### src/rtl/alu_pkg.sv
// Shared types and constants for the sequenced ALU control decoder.
package alu_pkg;

  // Main-control ALU class: load/store, branch, R-type, I-type.
  typedef enum logic [1:0] {
    LS = 2'b00,
    BR = 2'b01,
    RT = 2'b10,
    IT = 2'b11
  } aluop_t;

  // Widened ALU operation codes; M ops occupy 16..23.
  typedef enum logic [4:0] {
    OP_AND    = 5'd0,
    OP_OR     = 5'd1,
    OP_ADD    = 5'd2,
    OP_XOR    = 5'd3,
    OP_SLL    = 5'd4,
    OP_SRL    = 5'd5,
    OP_SUB    = 5'd6,
    OP_SRA    = 5'd7,
    OP_SLT    = 5'd8,
    OP_SLTU   = 5'd9,
    OP_MUL    = 5'd16,
    OP_MULH   = 5'd17,
    OP_MULHSU = 5'd18,
    OP_MULHU  = 5'd19,
    OP_DIV    = 5'd20,
    OP_DIVU   = 5'd21,
    OP_REM    = 5'd22,
    OP_REMU   = 5'd23
  } alu_op_t;

  localparam logic [6:0] FUNCT7_BASE = 7'b0000000;
  localparam logic [6:0] FUNCT7_ALT  = 7'b0100000;
  localparam logic [6:0] FUNCT7_MD   = 7'b0000001;

  // Sequencer states.
  typedef enum logic [1:0] {
    ST_IDLE   = 2'd0,
    ST_MD_RUN = 2'd1,
    ST_OUT    = 2'd2
  } state_t;

  // Base integer op selected by funct3 when funct7 is all zeros.
  function automatic alu_op_t base_op(input logic [2:0] f3);
    alu_op_t r;
    case (f3)
      3'b000:  r = OP_ADD;
      3'b001:  r = OP_SLL;
      3'b010:  r = OP_SLT;
      3'b011:  r = OP_SLTU;
      3'b100:  r = OP_XOR;
      3'b101:  r = OP_SRL;
      3'b110:  r = OP_OR;
      3'b111:  r = OP_AND;
      default: r = OP_ADD;
    endcase
    return r;
  endfunction

endpackage

### src/rtl/alu_decode.sv
// Purely combinational decode of aluop/funct3/funct7 into an ALU op code.
// Illegal encodings report ADD with illegal set and is_md clear.
module alu_decode
  import alu_pkg::*;
#(
  parameter bit MD_EN = 1'b1
) (
  input  logic [1:0] aluop,
  input  logic [2:0] funct3,
  input  logic [6:0] funct7,
  output alu_op_t    op,
  output logic       is_md,
  output logic       illegal
);

  // Decode table; op is only overwritten on legal paths so illegal keeps ADD.
  always_comb begin
    op      = OP_ADD;
    is_md   = 1'b0;
    illegal = 1'b0;
    case (aluop_t'(aluop))
      LS: op = OP_ADD;
      BR: begin
        case (funct3[2:1])
          2'b00:   op = OP_SUB;
          2'b10:   op = OP_SLT;
          2'b11:   op = OP_SLTU;
          default: illegal = 1'b1;
        endcase
      end
      RT: begin
        if (funct7 == FUNCT7_BASE) begin
          op = base_op(funct3);
        end else if (funct7 == FUNCT7_ALT) begin
          if (funct3 == 3'b000) begin
            op = OP_SUB;
          end else if (funct3 == 3'b101) begin
            op = OP_SRA;
          end else begin
            illegal = 1'b1;
          end
        end else if (funct7 == FUNCT7_MD) begin
          if (MD_EN) begin
            op    = alu_op_t'({2'b10, funct3});
            is_md = 1'b1;
          end else begin
            illegal = 1'b1;
          end
        end else begin
          illegal = 1'b1;
        end
      end
      IT: begin
        case (funct3)
          3'b000: op = OP_ADD;
          3'b001: begin
            if (funct7 == FUNCT7_BASE) begin
              op = OP_SLL;
            end else begin
              illegal = 1'b1;
            end
          end
          3'b101: begin
            if (funct7 == FUNCT7_BASE) begin
              op = OP_SRL;
            end else if (funct7 == FUNCT7_ALT) begin
              op = OP_SRA;
            end else begin
              illegal = 1'b1;
            end
          end
          default: op = base_op(funct3);
        endcase
      end
      default: illegal = 1'b1;
    endcase
  end

endmodule

### src/rtl/alu_ctrl_seq.sv
// Registered, handshaked ALU control decoder. Non-M ops complete in one
// cycle; M ops issue a start pulse and stall for a fixed latency.
module alu_ctrl_seq
  import alu_pkg::*;
#(
  parameter int OP_W   = 5,
  parameter bit MD_EN  = 1'b1,
  parameter int MD_LAT = 33
) (
  input  logic            clk,
  input  logic            rst,
  input  logic            in_valid,
  output logic            in_ready,
  input  logic [1:0]      aluop,
  input  logic [2:0]      funct3,
  input  logic [6:0]      funct7,
  output logic            out_valid,
  input  logic            out_ready,
  output logic [OP_W-1:0] aluoperation,
  output logic            is_md,
  output logic            illegal,
  output logic            md_start,
  output logic            md_busy
);

  localparam int              CNT_W    = $clog2(MD_LAT);
  localparam logic [CNT_W-1:0] CNT_LOAD = CNT_W'(MD_LAT - 1);
  localparam logic [CNT_W-1:0] CNT_ONE  = CNT_W'(1);
  localparam logic [CNT_W-1:0] CNT_ZERO = CNT_W'(0);

  state_t           state;
  logic [CNT_W-1:0] cnt;
  alu_op_t          dec_op;
  logic             dec_md;
  logic             dec_ill;
  logic             accept;

  alu_decode #(.MD_EN(MD_EN)) u_decode (
    .aluop   (aluop),
    .funct3  (funct3),
    .funct7  (funct7),
    .op      (dec_op),
    .is_md   (dec_md),
    .illegal (dec_ill)
  );

  // Ready depends only on state and downstream ready, never on in_valid.
  always_comb begin
    in_ready = 1'b0;
    case (state)
      ST_IDLE: in_ready = 1'b1;
      ST_OUT:  in_ready = out_ready;
      default: in_ready = 1'b0;
    endcase
  end

  assign accept = in_valid && in_ready;

  // Sequencer FSM with the latency counter and all registered outputs.
  always_ff @(posedge clk) begin
    if (rst) begin
      state        <= ST_IDLE;
      cnt          <= CNT_ZERO;
      aluoperation <= {OP_W{1'b0}};
      out_valid    <= 1'b0;
      is_md        <= 1'b0;
      illegal      <= 1'b0;
      md_start     <= 1'b0;
      md_busy      <= 1'b0;
    end else begin
      md_start <= 1'b0;
      if (accept) begin
        aluoperation <= OP_W'(dec_op);
        is_md        <= dec_md;
        illegal      <= dec_ill;
        if (dec_md) begin
          state     <= ST_MD_RUN;
          cnt       <= CNT_LOAD;
          md_start  <= 1'b1;
          md_busy   <= 1'b1;
          out_valid <= 1'b0;
        end else begin
          state     <= ST_OUT;
          cnt       <= CNT_ZERO;
          md_busy   <= 1'b0;
          out_valid <= 1'b1;
        end
      end else begin
        case (state)
          ST_IDLE: begin
            out_valid <= 1'b0;
          end
          ST_MD_RUN: begin
            if (cnt == CNT_ONE) begin
              state     <= ST_OUT;
              cnt       <= CNT_ZERO;
              md_busy   <= 1'b0;
              out_valid <= 1'b1;
            end else begin
              cnt <= cnt - CNT_ONE;
            end
          end
          ST_OUT: begin
            if (out_ready) begin
              state     <= ST_IDLE;
              out_valid <= 1'b0;
            end else begin
              out_valid <= 1'b1;
            end
          end
          default: begin
            state     <= ST_IDLE;
            cnt       <= CNT_ZERO;
            out_valid <= 1'b0;
            md_busy   <= 1'b0;
          end
        endcase
      end
    end
  end

endmodule
### config.mk
export PLATFORM = sky130hd
export DESIGN_NAME = alu_ctrl_seq
export DESIGN_NICKNAME = d
export VERILOG_FILES = /design/src/rtl/alu_pkg.sv /design/src/rtl/alu_decode.sv /design/src/rtl/alu_ctrl_seq.sv
export SDC_FILE = /design/constraint.sdc
export NUM_CORES = 1
export LEC_CHECK = 0
export ABC_AREA = 1
export BUFFER_PORTS_ARGS = -buffer_cell sky130_fd_sc_hd__buf_2
export CORE_ASPECT_RATIO = 1.25
export CORE_UTILIZATION = 40
export CTS_CLUSTER_DIAMETER = 80
export DETAILED_ROUTE_END_ITERATION = 8
export SLEW_MARGIN = 5
export SYNTH_ARGS = -nofsm -noshare
export SYNTH_HDL_FRONTEND = slang
export SYNTH_SLANG_ARGS = --single-unit
### constraint.sdc
create_clock -name clk -period 1.9 [get_ports clk]
set_input_delay 0.285 -clock clk [delete_from_list [all_inputs] [get_ports clk]]
set_output_delay 0.285 -clock clk [all_outputs]
set_load 0.05 [all_outputs]
==> out/results.txt <==
Fin. Hold Viols: 0
WP data required: 2.09 ns
Overall Global Routing Usage: 19.43%
Layout Area Growth over Synthesis: 16.86%
die width: 50.73 µm
clk root buf: clkbuf_4
DRT iter0 DRCs: 26
post-CTS setup buffers: 0
Synth Flop Type: dfxtp_1
IO Pins: 27
average routed wire per standard cell: 11.28 µm
total grt overflow: 0
Worst Hold Margin: 0.2923 ns
Placer Congestion: 0.7671
Vias: 1226
DRC Markers: 0
Setup crit start kind: register
Final HPWL DP: 2.300 mm
setup tns final: 0 ns
status: completed
Syn Area/Cell: 6.316 µm²
final period utilization: 89.05%
max_cap viols: 0
I/O Buffers: 26
unrepaired setup endpoints after global routing: false
initial antenna violation count: 0
post-synthesis instance total: 188
Site Rows: 21
PD cells: 706.6 nW/µm²
global-route wire length before repair: 4.830 mm
final wirelength: 2.820 mm
share of cells above drive strength 1: 18.52%
maximum fanout along the worst path: 10
Vias/cell: 4.904
#FFs+latches synth: 18
Async SR Flop Fraction: 0%
CTS max path bufs: 2
Die ar.: 3192 µm²
dpl cells: 246
CP Class: reg2reg
Starting Density: 43.04%
Slew headroom: 75.38%
commonest non-fill, non-tap cell in the layout: nand2_1
EDFF count, synth: 0
Reg clk slew, reported paths: 0.11 ns
Post-CTS Resized: 0
H-Tree Depth: 1
worst IR drop on VDD: 0.3900 mV
synth warn: 0
post-route ant nets: 0
hold depth: 2
synth unique cells: 23
placed cell areas: 1351 µm²
Layout Skew: 0.007145 ns
first-pass iteration count of the detailed router: 4
worst-margin pin slew: 0.3680 ns
fin nets: 238
final core occ: 50.29%
final std cells w/o fill: 250
cts-stage hold buffer count: 0
CTS Sinks: 18
r2r worst-path depth: 10
Final Critical Period: 1.692 ns
Final setup viols: 0
Diodes inserted: 0
core area: 2759 µm²
total CTS buffers: 3
# fillers: 304
vias in the first global route: 1214
largest net degree at the start of global routing: 12
Worst-Skew Late Latency: 0.30 ns
Worst Hold Class: in2reg
commonest non-fill, non-tap cells in the layout: 46 x nand2_1, 28 x inv_1, 26 x buf_2
leak pwr: 0.6845 nW
CTS tree: yes
Synth Cell Area: 1187 µm²
Slew Limit Fails: 0
sequential area share after synthesis: 30.35%
Synth Net Count: 209
f_max: 591.0 MHz
Critical Path AT: 1.88 ns
post-route cell area: 1388 µm²
die height: 62.92 µm
Worst Setup End Kind: register
## stage by stage
step	setup slack, ns	power, mW
2_1_floorplan	0.2042	0.6654
3_3_place_gp	0.2918	0.7382
6_report	0.2080	0.9805
4_1_cts	0.1833	0.9824
5_1_grt	0.05989	1.037
3_5_place_dp	0.2042	0.7438
## registers in the layout, indices dropped and copies added, names as in the netlist
signal	flops
cnt	6
aluoperation	5
state	2
illegal	1
is_md	1
md_busy	1
md_start	1
out_valid	1
## metal layers
metal | share of wire (%) | track usage, % | up-vias
met4 | 2.4 | 8.681 | 0
met3 | 1.7 | 1.703 | 8
li1 | - | - | 655
met5 | 0 | 0 | -
met1 | 43 | 20.15 | 538
met2 | 53 | 37.67 | 25
## Yosys cell counts (2+ instances only)
cell | instances | area [µm²]
a21oi_1 | 14 | 70.07
a31oi_1 | 4 | 25.02
dfxtp_1 | 18 | 360.4
ha_1 | 5 | 62.56
inv_1 | 28 | 105.1
inv_2 | 2 | 7.510
nand2_1 | 46 | 172.7
nand2_4 | 2 | 22.52
nand3_1 | 11 | 55.05
nand4_1 | 2 | 12.51
nor2_1 | 25 | 93.84
nor2_4 | 2 | 22.52
nor3_1 | 3 | 15.01
o211ai_1 | 2 | 15.01
o21ai_0 | 12 | 60.06
o21ai_2 | 2 | 17.52
xor2_1 | 4 | 35.03
## kinds of logic (layout without fill, tap and decap cells)
| family | Yosys count | after routing | share of synthesized area (%) |
|---|---|---|---|
| adder cells (fa/ha/maj) | 5 | 5 | 5.269 |
| XOR/XNOR | 4 | 4 | 2.950 |
| flip-flops | 18 | 18 | 30.35 |
| buffers and inverters | 32 | 60 | 10.22 |
| AND/OR/NAND/NOR | 94 | 94 | 34.88 |
| AO/OA/AOI/OAI | 35 | 35 | 16.33 |
## worst paths after layout
path	slack, ns	startpoint	endpoint
max	0.21	state[0]$_SDFFE_PP0P_	cnt[5]$_SDFFE_PP0N_
min	0.29	rst	state[0]$_SDFFE_PP0P_
max reg2reg	0.21	state[0]$_SDFFE_PP0P_	cnt[5]$_SDFFE_PP0N_
min reg2reg	0.47	aluoperation[3]$_SDFFE_PP0P_	aluoperation[3]$_SDFFE_PP0P_
## power by group
| group | total, mW | internal, mW | switching [mW] | leakage, nW |
|---|---|---|---|---|
| clock network | 0.244 | 0.117 | 0.127 | 0.0210 |
| logic | 0.310 | 0.0977 | 0.212 | 0.517 |
| registers | 0.427 | 0.406 | 0.0214 | 0.147 |
| total | 0.981 | 0.620 | 0.360 | 0.685 |
## layout make-up
type | count | area, µm² | area share (%)
Tap cell | 34 | 42.54 | 3.066
Multi-Input combinational cell | 138 | 705.7 | 50.86
Clock buffer | 4 | 36.28 | 2.615
Inverter | 30 | 112.6 | 8.115
Sequential cell | 18 | 360.3 | 25.97
Timing Repair Buffer | 26 | 130.1 | 9.378
## worst max-delay path, cell delays in order (launching register included)
cell	delay, ns
dfxtp_1	0.36
inv_1	0.06
ha_1	0.24
nand2_1	0.09
nand2_2	0.07
nand2_4	0.13
inv_2	0.11
nand3_1	0.19
o21ai_0	0.13
a31oi_1	0.15
nor2_1	0.05
No activity file was read; power rests on OpenSTA's default activity.
